<file path="src/rtl/multicycle_ctrl_pkg.sv">
// Shared encodings for the RV32I multi-cycle controller: opcodes, FSM states,
// datapath mux/ALU codes and the instruction classes produced by the decoder.
package riscv_ctrl_pkg;

  localparam logic [6:0] OPC_LUI    = 7'b0110111;
  localparam logic [6:0] OPC_AUIPC  = 7'b0010111;
  localparam logic [6:0] OPC_JAL    = 7'b1101111;
  localparam logic [6:0] OPC_JALR   = 7'b1100111;
  localparam logic [6:0] OPC_BRANCH = 7'b1100011;
  localparam logic [6:0] OPC_LOAD   = 7'b0000011;
  localparam logic [6:0] OPC_STORE  = 7'b0100011;
  localparam logic [6:0] OPC_OPIMM  = 7'b0010011;
  localparam logic [6:0] OPC_OP     = 7'b0110011;
  localparam logic [6:0] OPC_SYSTEM = 7'b1110011;

  localparam logic [2:0] ST_FETCH  = 3'd0;
  localparam logic [2:0] ST_DECODE = 3'd1;
  localparam logic [2:0] ST_EXEC   = 3'd2;
  localparam logic [2:0] ST_MEM    = 3'd3;
  localparam logic [2:0] ST_WB     = 3'd4;
  localparam logic [2:0] ST_HALT   = 3'd5;
  localparam logic [2:0] ST_TRAP   = 3'd6;

  localparam logic [3:0] ALU_ADD   = 4'd0;
  localparam logic [3:0] ALU_SUB   = 4'd1;
  localparam logic [3:0] ALU_SLL   = 4'd2;
  localparam logic [3:0] ALU_SLT   = 4'd3;
  localparam logic [3:0] ALU_SLTU  = 4'd4;
  localparam logic [3:0] ALU_XOR   = 4'd5;
  localparam logic [3:0] ALU_SRL   = 4'd6;
  localparam logic [3:0] ALU_SRA   = 4'd7;
  localparam logic [3:0] ALU_OR    = 4'd8;
  localparam logic [3:0] ALU_AND   = 4'd9;
  localparam logic [3:0] ALU_PASSB = 4'd10;

  localparam logic [2:0] IMM_I = 3'd0;
  localparam logic [2:0] IMM_S = 3'd1;
  localparam logic [2:0] IMM_B = 3'd2;
  localparam logic [2:0] IMM_J = 3'd3;
  localparam logic [2:0] IMM_U = 3'd4;

  localparam logic [1:0] WB_MEM = 2'd0;
  localparam logic [1:0] WB_ALU = 2'd1;
  localparam logic [1:0] WB_PC4 = 2'd2;

  typedef enum logic [2:0] {
    CLS_ALU,
    CLS_LOAD,
    CLS_STORE,
    CLS_BRANCH,
    CLS_JUMP,
    CLS_SYSTEM,
    CLS_ILLEGAL
  } inst_class_e;

  // funct3[2] picks lt over eq, funct3[0] inverts the sense (BNE/BGE/BGEU).
  function automatic logic branch_taken(input logic [2:0] funct3, input logic eq, input logic lt);
    return (funct3[2] ? lt : eq) ^ funct3[0];
  endfunction

endpackage

</file>
<file path="src/rtl/multicycle_ctrl_if.sv">
// Controller <-> datapath bundle: IMEM word, compare flags, DMEM ready and all control strobes.
interface multicycle_ctrl_if;
  logic [31:0] inst_i;
  logic        BrEq_i;
  logic        BrLt_i;
  logic        mem_ready_i;
  logic [31:0] ir_o;
  logic        PCWE_o;
  logic        PCSel_o;
  logic        RegWEn_o;
  logic        Asel_o;
  logic        Bsel_o;
  logic        BrUn_o;
  logic        MemRW_o;
  logic [1:0]  WBSel_o;
  logic [2:0]  ImmSel_o;
  logic [3:0]  AluOp_o;

  modport master (
    input  inst_i, BrEq_i, BrLt_i, mem_ready_i,
    output ir_o, PCWE_o, PCSel_o, RegWEn_o, Asel_o, Bsel_o, BrUn_o, MemRW_o,
           WBSel_o, ImmSel_o, AluOp_o
  );

  modport slave (
    output inst_i, BrEq_i, BrLt_i, mem_ready_i,
    input  ir_o, PCWE_o, PCSel_o, RegWEn_o, Asel_o, Bsel_o, BrUn_o, MemRW_o,
           WBSel_o, ImmSel_o, AluOp_o
  );
endinterface

</file>
<file path="src/rtl/multicycle_ctrl_decoder.sv">
// Combinational instruction classifier: legality, class and the datapath mux/ALU selects.
module ctrl_decoder
  import riscv_ctrl_pkg::*;
(
  input  logic [6:0]  opcode_i,
  input  logic [2:0]  funct3_i,
  input  logic [6:0]  funct7_i,
  output inst_class_e cls_o,
  output logic        Asel_o,
  output logic        Bsel_o,
  output logic [2:0]  ImmSel_o,
  output logic [3:0]  AluOp_o,
  output logic [1:0]  WBSel_o,
  output logic        BrUn_o
);

  logic f7Zero;
  logic f7Alt;

  assign f7Zero = (funct7_i == 7'b0000000);
  assign f7Alt  = (funct7_i == 7'b0100000);

  always_comb begin
    cls_o    = CLS_ILLEGAL;
    Asel_o   = 1'b0;
    Bsel_o   = 1'b0;
    ImmSel_o = IMM_I;
    AluOp_o  = ALU_ADD;
    WBSel_o  = WB_ALU;
    BrUn_o   = 1'b0;
    unique case (opcode_i)
      OPC_OP: begin
        unique case (funct3_i)
          3'b000: begin AluOp_o = f7Alt ? ALU_SUB : ALU_ADD; cls_o = (f7Zero || f7Alt) ? CLS_ALU : CLS_ILLEGAL; end
          3'b001: begin AluOp_o = ALU_SLL;  cls_o = f7Zero ? CLS_ALU : CLS_ILLEGAL; end
          3'b010: begin AluOp_o = ALU_SLT;  cls_o = f7Zero ? CLS_ALU : CLS_ILLEGAL; end
          3'b011: begin AluOp_o = ALU_SLTU; cls_o = f7Zero ? CLS_ALU : CLS_ILLEGAL; end
          3'b100: begin AluOp_o = ALU_XOR;  cls_o = f7Zero ? CLS_ALU : CLS_ILLEGAL; end
          3'b101: begin AluOp_o = f7Alt ? ALU_SRA : ALU_SRL; cls_o = (f7Zero || f7Alt) ? CLS_ALU : CLS_ILLEGAL; end
          3'b110: begin AluOp_o = ALU_OR;   cls_o = f7Zero ? CLS_ALU : CLS_ILLEGAL; end
          default: begin AluOp_o = ALU_AND; cls_o = f7Zero ? CLS_ALU : CLS_ILLEGAL; end
        endcase
      end
      OPC_OPIMM: begin
        Bsel_o = 1'b1;
        cls_o  = CLS_ALU;
        unique case (funct3_i)
          3'b000: AluOp_o = ALU_ADD;
          3'b001: begin AluOp_o = ALU_SLL; cls_o = f7Zero ? CLS_ALU : CLS_ILLEGAL; end
          3'b010: AluOp_o = ALU_SLT;
          3'b011: AluOp_o = ALU_SLTU;
          3'b100: AluOp_o = ALU_XOR;
          3'b101: begin AluOp_o = f7Alt ? ALU_SRA : ALU_SRL; cls_o = (f7Zero || f7Alt) ? CLS_ALU : CLS_ILLEGAL; end
          3'b110: AluOp_o = ALU_OR;
          default: AluOp_o = ALU_AND;
        endcase
      end
      OPC_LOAD: begin
        Bsel_o  = 1'b1;
        WBSel_o = WB_MEM;
        cls_o   = (funct3_i == 3'b010) ? CLS_LOAD : CLS_ILLEGAL;
      end
      OPC_STORE: begin
        Bsel_o   = 1'b1;
        ImmSel_o = IMM_S;
        cls_o    = (funct3_i == 3'b010) ? CLS_STORE : CLS_ILLEGAL;
      end
      OPC_BRANCH: begin
        Asel_o   = 1'b1;
        Bsel_o   = 1'b1;
        ImmSel_o = IMM_B;
        BrUn_o   = funct3_i[1];
        cls_o    = (funct3_i[2:1] == 2'b01) ? CLS_ILLEGAL : CLS_BRANCH;
      end
      OPC_JAL: begin
        Asel_o   = 1'b1;
        Bsel_o   = 1'b1;
        ImmSel_o = IMM_J;
        WBSel_o  = WB_PC4;
        cls_o    = CLS_JUMP;
      end
      OPC_JALR: begin
        Bsel_o  = 1'b1;
        WBSel_o = WB_PC4;
        cls_o   = (funct3_i == 3'b000) ? CLS_JUMP : CLS_ILLEGAL;
      end
      OPC_LUI: begin
        Bsel_o   = 1'b1;
        ImmSel_o = IMM_U;
        AluOp_o  = ALU_PASSB;
        cls_o    = CLS_ALU;
      end
      OPC_AUIPC: begin
        Asel_o   = 1'b1;
        Bsel_o   = 1'b1;
        ImmSel_o = IMM_U;
        cls_o    = CLS_ALU;
      end
      OPC_SYSTEM: cls_o = CLS_SYSTEM;
      default:    cls_o = CLS_ILLEGAL;
    endcase
  end

endmodule

</file>
<file path="src/rtl/multicycle_ctrl.sv">
// RV32I multi-cycle sequencer: instruction register, FETCH..WB state machine,
// DMEM wait/timeout, retired-instruction counter and sticky halt/trap flags.
module multicycle_ctrl
  import riscv_ctrl_pkg::*;
#(
  parameter int INSTRET_W   = 32,
  parameter int MEM_TIMEOUT = 16
) (
  input  logic                 clk_i,
  input  logic                 rst_ni,
  multicycle_ctrl_if.master    dp,
  output logic [2:0]           state_o,
  output logic                 illegal_o,
  output logic                 mem_err_o,
  output logic                 halted_o,
  output logic [INSTRET_W-1:0] instret_o
);

  localparam int TMR_W = (MEM_TIMEOUT > 1) ? $clog2(MEM_TIMEOUT) : 1;
  localparam logic [TMR_W-1:0] TMR_LAST = TMR_W'(MEM_TIMEOUT - 1);

  logic [2:0]           state_q, state_d;
  logic [31:0]          ir_q, ir_d;
  logic [TMR_W-1:0]     timer_q, timer_d;
  logic [INSTRET_W-1:0] instret_q, instret_d;
  logic                 illegal_q, illegal_d;
  logic                 memErr_q, memErr_d;
  logic                 halted_q, halted_d;
  logic                 pcwe, pcsel, regWe, memRw, retire;
  inst_class_e          cls;

  ctrl_decoder u_decoder (
    .opcode_i (ir_q[6:0]),
    .funct3_i (ir_q[14:12]),
    .funct7_i (ir_q[31:25]),
    .cls_o    (cls),
    .Asel_o   (dp.Asel_o),
    .Bsel_o   (dp.Bsel_o),
    .ImmSel_o (dp.ImmSel_o),
    .AluOp_o  (dp.AluOp_o),
    .WBSel_o  (dp.WBSel_o),
    .BrUn_o   (dp.BrUn_o)
  );

  always_comb begin
    state_d   = state_q;
    ir_d      = ir_q;
    timer_d   = timer_q;
    illegal_d = illegal_q;
    memErr_d  = memErr_q;
    halted_d  = halted_q;
    pcwe      = 1'b0;
    pcsel     = 1'b0;
    regWe     = 1'b0;
    memRw     = 1'b0;
    retire    = 1'b0;
    unique case (state_q)
      ST_FETCH: begin
        ir_d    = dp.inst_i;
        state_d = ST_DECODE;
      end
      ST_DECODE: begin
        if (cls == CLS_ILLEGAL) begin
          state_d   = ST_TRAP;
          illegal_d = 1'b1;
        end else if (cls == CLS_SYSTEM) begin
          state_d  = ST_HALT;
          halted_d = 1'b1;
        end else begin
          state_d = ST_EXEC;
        end
      end
      ST_EXEC: begin
        if (cls == CLS_LOAD || cls == CLS_STORE) begin
          state_d = ST_MEM;
          timer_d = '0;
        end else if (cls == CLS_BRANCH) begin
          pcwe    = 1'b1;
          pcsel   = branch_taken(ir_q[14:12], dp.BrEq_i, dp.BrLt_i);
          retire  = 1'b1;
          state_d = ST_FETCH;
        end else begin
          state_d = ST_WB;
        end
      end
      ST_MEM: begin
        memRw = (cls == CLS_STORE);
        // A ready arriving on the last allowed cycle still completes the access.
        if (dp.mem_ready_i) begin
          if (cls == CLS_STORE) begin
            pcwe    = 1'b1;
            retire  = 1'b1;
            state_d = ST_FETCH;
          end else begin
            state_d = ST_WB;
          end
        end else if (timer_q == TMR_LAST) begin
          state_d  = ST_TRAP;
          memErr_d = 1'b1;
        end else begin
          timer_d = timer_q + TMR_W'(1);
        end
      end
      ST_WB: begin
        regWe   = (ir_q[11:7] != 5'd0);
        pcwe    = 1'b1;
        pcsel   = (cls == CLS_JUMP);
        retire  = 1'b1;
        state_d = ST_FETCH;
      end
      ST_HALT, ST_TRAP: state_d = state_q;
      default:          state_d = ST_FETCH;
    endcase
  end

  assign instret_d = retire ? instret_q + INSTRET_W'(1) : instret_q;

  always_ff @(posedge clk_i) begin
    if (!rst_ni) begin
      state_q   <= ST_FETCH;
      ir_q      <= '0;
      timer_q   <= '0;
      instret_q <= '0;
      illegal_q <= 1'b0;
      memErr_q  <= 1'b0;
      halted_q  <= 1'b0;
    end else begin
      state_q   <= state_d;
      ir_q      <= ir_d;
      timer_q   <= timer_d;
      instret_q <= instret_d;
      illegal_q <= illegal_d;
      memErr_q  <= memErr_d;
      halted_q  <= halted_d;
    end
  end

  // Write-type strobes drop the moment reset asserts, before the next edge.
  assign dp.PCWE_o   = pcwe & rst_ni;
  assign dp.RegWEn_o = regWe & rst_ni;
  assign dp.MemRW_o  = memRw & rst_ni;
  assign dp.PCSel_o  = pcsel;
  assign dp.ir_o     = ir_q;
  assign state_o     = state_q;
  assign illegal_o   = illegal_q;
  assign mem_err_o   = memErr_q;
  assign halted_o    = halted_q;
  assign instret_o   = instret_q;

endmodule

</file>
<file path="src/flat_wrapper.sv">
// flat-port wrapper written by rule: the top's interface ports become plain ports
module multicycle_ctrl_flat import riscv_ctrl_pkg::*;
#(
  parameter int INSTRET_W   = 32,
  parameter int MEM_TIMEOUT = 16
)
  (clk_i, rst_ni, state_o, illegal_o, mem_err_o, halted_o, instret_o, dp_inst_i, dp_BrEq_i, dp_BrLt_i, dp_mem_ready_i, dp_ir_o, dp_PCWE_o, dp_PCSel_o, dp_RegWEn_o, dp_Asel_o, dp_Bsel_o, dp_BrUn_o, dp_MemRW_o, dp_WBSel_o, dp_ImmSel_o, dp_AluOp_o);
  multicycle_ctrl_if dp_i ();
  input  logic clk_i;
  input  logic rst_ni;
  output logic [2:0] state_o;
  output logic illegal_o;
  output logic mem_err_o;
  output logic halted_o;
  output logic [INSTRET_W-1:0] instret_o;
  input wire logic [$bits(dp_i.inst_i)-1:0] dp_inst_i;
  input wire logic [$bits(dp_i.BrEq_i)-1:0] dp_BrEq_i;
  input wire logic [$bits(dp_i.BrLt_i)-1:0] dp_BrLt_i;
  input wire logic [$bits(dp_i.mem_ready_i)-1:0] dp_mem_ready_i;
  output wire logic [$bits(dp_i.ir_o)-1:0] dp_ir_o;
  output wire logic [$bits(dp_i.PCWE_o)-1:0] dp_PCWE_o;
  output wire logic [$bits(dp_i.PCSel_o)-1:0] dp_PCSel_o;
  output wire logic [$bits(dp_i.RegWEn_o)-1:0] dp_RegWEn_o;
  output wire logic [$bits(dp_i.Asel_o)-1:0] dp_Asel_o;
  output wire logic [$bits(dp_i.Bsel_o)-1:0] dp_Bsel_o;
  output wire logic [$bits(dp_i.BrUn_o)-1:0] dp_BrUn_o;
  output wire logic [$bits(dp_i.MemRW_o)-1:0] dp_MemRW_o;
  output wire logic [$bits(dp_i.WBSel_o)-1:0] dp_WBSel_o;
  output wire logic [$bits(dp_i.ImmSel_o)-1:0] dp_ImmSel_o;
  output wire logic [$bits(dp_i.AluOp_o)-1:0] dp_AluOp_o;
  assign dp_i.inst_i = dp_inst_i;
  assign dp_i.BrEq_i = dp_BrEq_i;
  assign dp_i.BrLt_i = dp_BrLt_i;
  assign dp_i.mem_ready_i = dp_mem_ready_i;
  assign dp_ir_o = dp_i.ir_o;
  assign dp_PCWE_o = dp_i.PCWE_o;
  assign dp_PCSel_o = dp_i.PCSel_o;
  assign dp_RegWEn_o = dp_i.RegWEn_o;
  assign dp_Asel_o = dp_i.Asel_o;
  assign dp_Bsel_o = dp_i.Bsel_o;
  assign dp_BrUn_o = dp_i.BrUn_o;
  assign dp_MemRW_o = dp_i.MemRW_o;
  assign dp_WBSel_o = dp_i.WBSel_o;
  assign dp_ImmSel_o = dp_i.ImmSel_o;
  assign dp_AluOp_o = dp_i.AluOp_o;
  multicycle_ctrl #(.INSTRET_W(INSTRET_W), .MEM_TIMEOUT(MEM_TIMEOUT)) u_core (.clk_i(clk_i), .rst_ni(rst_ni), .dp(dp_i), .state_o(state_o), .illegal_o(illegal_o), .mem_err_o(mem_err_o), .halted_o(halted_o), .instret_o(instret_o));
endmodule
</file>
<file path="config.mk">
export PLATFORM = sky130hd
export DESIGN_NAME = multicycle_ctrl_flat
export DESIGN_NICKNAME = d
export VERILOG_FILES = /design/src/rtl/multicycle_ctrl_pkg.sv /design/src/rtl/multicycle_ctrl_if.sv /design/src/rtl/multicycle_ctrl_decoder.sv /design/src/rtl/multicycle_ctrl.sv /design/src/flat_wrapper.sv
export SDC_FILE = /design/constraint.sdc
export NUM_CORES = 1
export LEC_CHECK = 0
export CORE_MARGIN = 2
export CORE_UTILIZATION = 47
export DETAILED_ROUTE_END_ITERATION = 16
export PLACE_DENSITY_LB_ADDON = 0.2
export SKIP_CTS_REPAIR_TIMING = 1
export SYNTH_ARGS = -nofsm -noshare
export SYNTH_HDL_FRONTEND = slang
export SYNTH_SLANG_ARGS = --single-unit
</file>
<file path="constraint.sdc">
create_clock -name clk_i -period 3 [get_ports clk_i]
set_input_delay 0.6 -clock clk_i [delete_from_list [all_inputs] [get_ports clk_i]]
set_output_delay 0.6 -clock clk_i [all_outputs]
set_load 0.02 [all_outputs]
</file>
# == Word level (Yosys, flattened, before mapping) ==
# Cells that the tools add are included.
# totals
register_bits,74
in_bits,37
out_inout_bits,86
elab_cells,111
# classes
add_sub_neg,2
eq_ne,35
mux,42
bitwise,7
n_reduce_logical,18
# op_table
op,count
one-hot mux 4 bit (7 select lines),2
2-to-1 mux 3 bit,13
"adder 32 x 1 -> 32 bit, second input constant",1
"== test 7 x 6 -> 1 bit, second input constant",4
"== test 7 bit, second input constant",4
"== test 3 bit, second input constant",9
one-hot mux 3 bit (9 select lines),1
"== test 3 x 2 -> 1 bit, second input constant",6
one-hot mux 3 bit (5 select lines),1
"== test 7 x 5 -> 1 bit, second input constant",2
2-to-1 mux 1 bit,14
2-to-1 mux 4 bit,3
one-hot mux 3 bit (4 select lines),1
one-hot mux 4 bit (3 select lines),1
"== test 3 x 1 -> 1 bit, second input constant",3
one-hot mux 4 bit (2 select lines),1
OR reduction 2 bit,4
OR reduction 8 bit,1
"== test 7 x 2 -> 1 bit, second input constant",1
logical NOT 7 bit,1
logical NOT 3 bit,2
one-hot mux 3 bit (2 select lines),1
AND reduction 3 bit,2
nonzero test 5 bit,1
18 further kinds,25

# == Depth between registers and ports, before layout ==
# Gate-level depths: netlist (run 1).
# logic_depth
depth_word,10
mapped_depth,10
depth_no_buf,7

# == Hierarchy ==
# A second synthesis (run 1) with hierarchy kept.
# hier_totals
cells_unflattened,549
hier_area_um2,4430.5
# modules_own_cells
mod,n_inst,cells_each,area_per_inst_um2,seq_area_each_um2
multicycle_ctrl,1,463,3870.0,1481.4
ctrl_decoder,1,86,560.5,0.0

# == Least setup slack after synthesis (run 1) ==
# OpenSTA, ideal clock, no wires.
# synth_timing
path_type,register -> output
start,"register u_core.ir_q[31], in the netlist u_core.dp.ir_o[31]"
end,output port dp_PCSel_o
t_arrival_ps,1993
required_ps,2400
slack_ps,407
path_stages_with_launch,7
path_buffers,0
cell_sequence,dfxtp_1 > or4_1 > nor3_1 > a2111oi_0 > nor4_1 > o211ai_1 > o21ai_0
# synth_between
elab_chain_len,9
elab_cells_between_ends,16
classes_between,5 x eq/ne; 8 x mux; 3 x reduce/logical
# synth_rtl
element,line,rtl
"start, declared",multicycle_ctrl.sv:23,"logic [31:0] ir_q, ir_d;"
"start signal, assigned",multicycle_ctrl.sv:129,ir_q <= ir_d;
== test 7 x 6 -> 1 bit / logical NOT 7 bit (equally long branches),"multicycle_ctrl_decoder.sv:21, multicycle_ctrl_decoder.sv:20",
logical OR 1 bit,"multicycle_ctrl_decoder.sv:34, multicycle_ctrl_decoder.sv:39, multicycle_ctrl_decoder.sv:53",
2-to-1 mux 3 bit,"multicycle_ctrl_decoder.sv:34, multicycle_ctrl_decoder.sv:39, multicycle_ctrl_decoder.sv:53",
one-hot mux 3 bit (2 select lines) / 2-to-1 mux 3 bit (equally long branches),n/a,
one-hot mux 3 bit (9 select lines) *,multicycle_ctrl_decoder.sv:31,unique case (opcode_i)
"== test 3 x 2 -> 1 bit, or another cell as far along",multicycle_ctrl.sv:77,end else if (cls == CLS_BRANCH) begin
2-to-1 mux 1 bit / logical OR 1 bit (equally long branches),"multicycle_ctrl.sv:77, multicycle_ctrl.sv:74",
2-to-1 mux 1 bit,multicycle_ctrl.sv:74,if (cls == CLS_LOAD || cls == CLS_STORE) begin
one-hot mux 1 bit (2 select lines) *,multicycle_ctrl.sv:57,unique case (state_q)
"end, declared",flat_wrapper.sv:22,output wire logic [$bits(dp_i.PCSel_o)-1:0] dp_PCSel_o;
# Mark *: on every way between the ends. The rest lies on a longest branch, timed or not.

# == Worst setup path in the final report (run 1) ==
# Same ends and word-level chain as after synthesis.

==> results of run 1 <==
registers in the layout, summed over array words and instances, names as in the netlist:
name and count:
u_core.halted_o 1, u_core.illegal_o 1, u_core.state_o 3, u_core.timer_q 4, u_core.mem_err_o 1, u_core.dp.ir_o 32
u_core.instret_o 32
worst max-delay path by stage:
stage | endpoint | slack [ps] | cells after the start
2_1_floorplan | dp_PCSel_o | 410 | 6
3_3_place_gp | dp_PCSel_o | -50 | 8
3_5_place_dp | dp_PCSel_o | -170 | 8
4_1_cts | dp_PCSel_o | -570 | 8
5_1_grt | dp_PCSel_o | -50 | 9
6_report | dp_PCSel_o | 30 | 9
cell type report:
type                       instances  area (um2)  area share (%)
clock buffer                       9         124            2.16
clock inverter                     6        91.3            1.59
inverter                          16        60.1            1.05
multi-input combinational        374        2370            41.2
sequential                        74        1490            25.9
tap                              105         131            2.29
timing repair buffer             157        1480            25.8
power by group:
part	total [mW]	leakage [nW]	internal, mW	switching (mW)
clock	0.855	0.0979	0.467	0.388
combinational	1.80	1.23	0.762	1.04
sequential	1.30	0.605	1.15	0.158
cells by family after synthesis:
logic type	count (synthesis)	synth area share, %
AO/OA/AOI/OAI	113	23.2
XOR/XNOR	34	7.34
adder cells (fa/ha/maj)	2	0.617
buffers and inverters	54	6.23
flip-flops	74	36.5
multiplexers	3	0.741
AND/OR/NAND/NOR	222	25.3
cell usage in the layout, fill, tap and decap left out, types with 2 or more instances in the layout:
master,instances
a31oi_1,3
o211ai_1,3
nand2_1,95
nor3_1,7
buf_4,37
a2111oi_0,4
clkinvlp_4,3
a21oi_1,49
nor4_1,2
xor2_1,5
o22ai_1,2
mux2i_1,3
and4_1,2
bufinv_16,2
nand2b_1,8
clkdlybuf4s50_1,119
nand4_1,6
dfxtp_1,70
and2_1,4
or4_4,2
inv_1,15
xnor2_1,29
a2111oi_2,4
a211oi_1,9
clkbuf_8,9
nand3_1,19
o31ai_1,2
nor2_1,53
a21boi_0,2
a2111oi_4,10
ha_1,2
o21ai_0,12
or2_2,2
and3_1,4
nor3_2,3
dfxtp_2,4
nor2b_1,3
layer usage:
metal  wire length, um  share of wire, %
met1              5110                45
met2              5180                46
met3               944               8.3
met4               132               1.2
met5                 0                 0
worst min-delay path: stages, from the launching register on:
cell and delay (ps):
dfxtp_1 310, inv_1 40, a21oi_1 50
==> results.json, run 1 <==
{
  "run_status": "completed",
  "fin_util_pct": 69.2,
  "slowest_delay_ps": 520,
  "drt-pass1-iter-count": 4,
  "cp_cell_sequence": "or4_4 > nor3_2 > buf_4 > a2111oi_0 > nor4_1 > buf_4 > o211ai_1 > o21ai_1 > buf_4",
  "synth_edf_count": 0,
  "cp_common_cell": "buf_4",
  "reg2reg_depth": 6,
  "finalPower_mw": 3.96,
  "use_met1_pct": 31.0,
  "ys_seq_area_share_pct": 36.5,
  "clock_sinks": 74,
  "grt_usage_pct": 23.7,
  "max_freq_mhz": 337,
  "crit_family": "simple AND/OR/NAND/NOR gates",
  "finalWorstSetupSlack_ps": 28.3,
  "fin_nets": 671,
  "die_h_um": 96.9,
  "async_flop_share_pct": 0,
  "place.gp.congestion": 0.945,
  "synth_nets": 541,
  "finalHoldViolCount": 0,
  "final_area_um2": 5740,
  "dp_hpwl_mm": 8.08,
  "synth_area_leaders": "dfxtp_1, nand2_1, a2111oi_4",
  "insertion_delay_ps": 350,
  "cts_tree": "yes",
  "placed_area_um2": 5480,
  "numPlacedInstances": 725,
  "cp-startpoint": "u_core.dp.ir_o[31]",
  "ctsLongestPathBuffers": 2,
  "leakagePower_nw": 1.93,
  "num_io_pins": 123,
  "start_kind": "flop",
  "netlist.area_leader.share_pct": 36.5,
  "path_class": "reg -> out",
  "grt_util_met3_pct": 7.80,
  "grt_use_met2_pct": 37.9,
  "port_buffers": 122,
  "cts_root_buf": "clkbuf_8",
  "numCtsBuffers": 9,
  "yosysWarnings": 0,
  "synth_top_cell_by_area": "dfxtp_1",
  "drive_gt1_share_pct": 13.8,
  "syn_inst": 502,
  "die_area_um2": 9390,
  "clkTransAtPathRegs_ps": 80,
  "cts_max_level": 3,
  "avgViaCountPerCell": 5.48,
  "ir_drop_mv": 0.422,
  "fin_crit_ps": 2970,
  "drv_cap": 0,
  "cpMaxStageDelayCell": "or4_4",
  "insertedDiodeCount": 0,
  "start_util_pct": 48.9,
  "grt_overflow": 0,
  "worstHoldEndpoint": "u_core.illegal_o",
  "grt_max_degree": 48,
  "num-fill-cells": 673,
  "ys_ff_latch": 74,
  "cp-end-kind": "primary output",
  "max-slew-margin-rel_pct": 65.3,
  "ant_nets": 0,
  "worstMarginPinSlew_ps": 520,
  "grt_pass1_wl_mm": 18.7,
  "dr_total_vias": 4063,
  "reg2reg_slack_ps": 660,
  "instances_no_fill": 741,
  "first_iter_violations": 211,
  "synth.top_cells.by_count": "nand2_1, dfxtp_1, nor2_1",
  "worstHoldStart": "u_core.illegal_o",
  "busiest_layer": "met2",
  "grt_pass1_vias": 3872,
  "num_rows": 33,
  "synthesis.area_um2": 4060,
  "coreArea_um2": 8300,
  "min_path_cells": 2,
  "path_buf_inv": 3,
  "r2r-end": "u_core.instret_o[26]",
  "synth_ff_type": "dfxtp_1",
  "drt-total-wl_mm": 11.4,
  "worst_hold_path_type": "reg -> reg",
  "wire_per_inst_um": 15.3,
  "pre_cts_slack_ps": -170,
  "finClkSkew_ps": 18.0,
  "cp_max_fo": 3,
  "period_share_pct": 99.1,
  "synthMostInstantiatedCell": "nand2_1",
  "avgSynthCellArea_um2": 8.08,
  "p_per_area_nw_per_um2": 690,
  "maxSlewViolCount": 0,
  "worst_ep_required_time_ps": 2400,
  "area_growth_pct": 41.6,
  "drc": 0,
  "cp.arrival_ps": 2370,
  "r2r_start": "u_core.instret_o[3]",
  "setup_violations": 0,
  "die_w_um": 96.9,
  "timing.hold.ws_ps": 449,
  "synth_cell_types": 58,
  "timing.setup.tns_ps": 0,
  "antenna_found_initial": 0,
  "rsz0062_at_grt": "true"
}
Note: power is estimated with default switching activity, not from simulation.
==> run 2, diff against run 1 <==
--- a/config.mk
+++ b/config.mk
@@ -5,10 +5,12 @@
 export SDC_FILE = /design/constraint.sdc
 export NUM_CORES = 1
 export LEC_CHECK = 0
+export CAP_MARGIN = 10
 export CORE_MARGIN = 2
 export CORE_UTILIZATION = 47
 export DETAILED_ROUTE_END_ITERATION = 16
 export PLACE_DENSITY_LB_ADDON = 0.2
+export REMOVE_ABC_BUFFERS = 1
 export SKIP_CTS_REPAIR_TIMING = 1
 export SYNTH_ARGS = -nofsm -noshare
 export SYNTH_HDL_FRONTEND = slang
==> results.json, run 2 (synthesis results as in run 1) <==
{
  "drive_gt1_share_pct": 12.8,
  "insertedDiodeCount": 0,
  "die_area_um2": 9390,
  "cp_cell_sequence": "or4_1 > nor3_2 > buf_4 > a2111oi_0 > nor4_1 > o211ai_1 > o21ai_1 > buf_4",
  "cp_common_cell": "buf_4",
  "num-fill-cells": 696,
  "worstHoldStart": "u_core.illegal_o",
  "start_util_pct": 48.9,
  "coreArea_um2": 8300,
  "num_io_pins": 123,
  "fin_nets": 666,
  "max-slew-margin-rel_pct": 67.1,
  "cp-startpoint": "u_core.dp.ir_o[31]",
  "worst_ep_required_time_ps": 2400,
  "die_w_um": 96.9,
  "insertion_delay_ps": 350,
  "r2r-end": "u_core.instret_o[22]",
  "finalHoldViolCount": 0,
  "dp_hpwl_mm": 7.78,
  "maxSlewViolCount": 0,
  "timing.setup.tns_ps": 0,
  "num_rows": 33,
  "timing.hold.ws_ps": 452,
  "rsz0062_at_grt": "true",
  "cpMaxStageDelayCell": "or4_1",
  "ant_nets": 0,
  "drt-pass1-iter-count": 5,
  "period_share_pct": 97.7,
  "numCtsBuffers": 9,
  "cts_root_buf": "clkbuf_8",
  "grt_max_degree": 45,
  "path_buf_inv": 2,
  "setup_violations": 0,
  "cts_max_level": 3,
  "grt_pass1_vias": 3897,
  "worst_hold_path_type": "reg -> reg",
  "dr_total_vias": 3994,
  "worstMarginPinSlew_ps": 493,
  "grt_usage_pct": 23.0,
  "grt_overflow": 0,
  "instances_no_fill": 737,
  "numPlacedInstances": 721,
  "slowest_delay_ps": 540,
  "avgViaCountPerCell": 5.42,
  "cts_tree": "yes",
  "worst_setup_path_endpoint": "dp_PCSel_o",
  "path_class": "reg -> out",
  "max_freq_mhz": 341,
  "drt-total-wl_mm": 10.8,
  "drc": 0,
  "port_buffers": 122,
  "antenna_found_initial": 0,
  "leakagePower_nw": 1.91,
  "cp_max_fo": 3,
  "finClkSkew_ps": 11.2,
  "place.gp.congestion": 0.954,
  "run_status": "completed",
  "grt_pass1_wl_mm": 18.3,
  "start_kind": "flop",
  "cp.depth": 8,
  "multi_input_area_um2": 2350,
  "ctsLongestPathBuffers": 2,
  "r2r_start": "u_core.instret_o[3]",
  "clock_sinks": 74,
  "cp-end-kind": "primary output",
  "final_cell_mix": "clkdlybuf4s50_1, nand2_1, dfxtp_1, nor2_1, a21oi_1",
  "crit_family": "simple AND/OR/NAND/NOR gates",
  "area_growth_pct": 39.9,
  "fin_crit_ps": 2930,
  "die_h_um": 96.9,
  "first_iter_violations": 181,
  "ir_drop_mv": 0.394,
  "drv_cap": 0,
  "reg2reg_depth": 7,
  "final_common_cell": "clkdlybuf4s50_1",
  "p_per_area_nw_per_um2": 674,
  "seqCellArea_um2": 1490,
  "reg2reg_slack_ps": 620,
  "cp.arrival_ps": 2330,
  "wire_per_inst_um": 14.7,
  "clkTransAtPathRegs_ps": 80
}
==> run 2: worst min-delay path by stage <==
stage,cells past startpoint,to
4_1_cts,2,u_core.illegal_o
6_report,2,u_core.illegal_o
3_5_place_dp,2,u_core.illegal_o
2_1_floorplan,2,u_core.timer_q[3]
3_3_place_gp,2,u_core.illegal_o
5_1_grt,2,u_core.dp.ir_o[15]
==> run 2: worst min-delay path, stage by stage, from the launching register on <==
cell     delay [ps]
dfxtp_1         310
inv_1            50
a21oi_1          50
==> run 2: area by class of cell <==
class	count	share of cell area, %
well taps	105	2.32
multi-input cells	374	41.4
clock inverters	6	1.32
repair buffers	152	25.4
flip-flops and latches	74	26.2
clock buffers	10	2.25
inverters	16	1.06
==> run 2: stage by stage <==
stage	setup WS [ps]	power (mW)	util (%)	cell area, um2
after floorplan	-1370	2.25	-	3860
after global placement	-7.81	2.98	65.6	5450
after detailed placement	-71.4	3.02	65.6	5450
after CTS	-464	3.83	68.1	5650
after global routing	-63.1	4.06	68.4	5670
final	68.4	3.82	68.4	5670
==> run 2: power breakdown <==
group / switching [mW] / internal (mW)
clock network: 0.402 / 0.396
logic: 0.975 / 0.731
registers: 0.173 / 1.15
total: 1.55 / 2.27
==> run 2: metal layers <==
layer	up-vias	wire length, um	GRT usage (%)
li1	1988	-	-
met1	1844	4660	28.9
met2	138	5320	38.6
met3	24	617	4.99
met4	0	205	8.78
met5	-	0	0
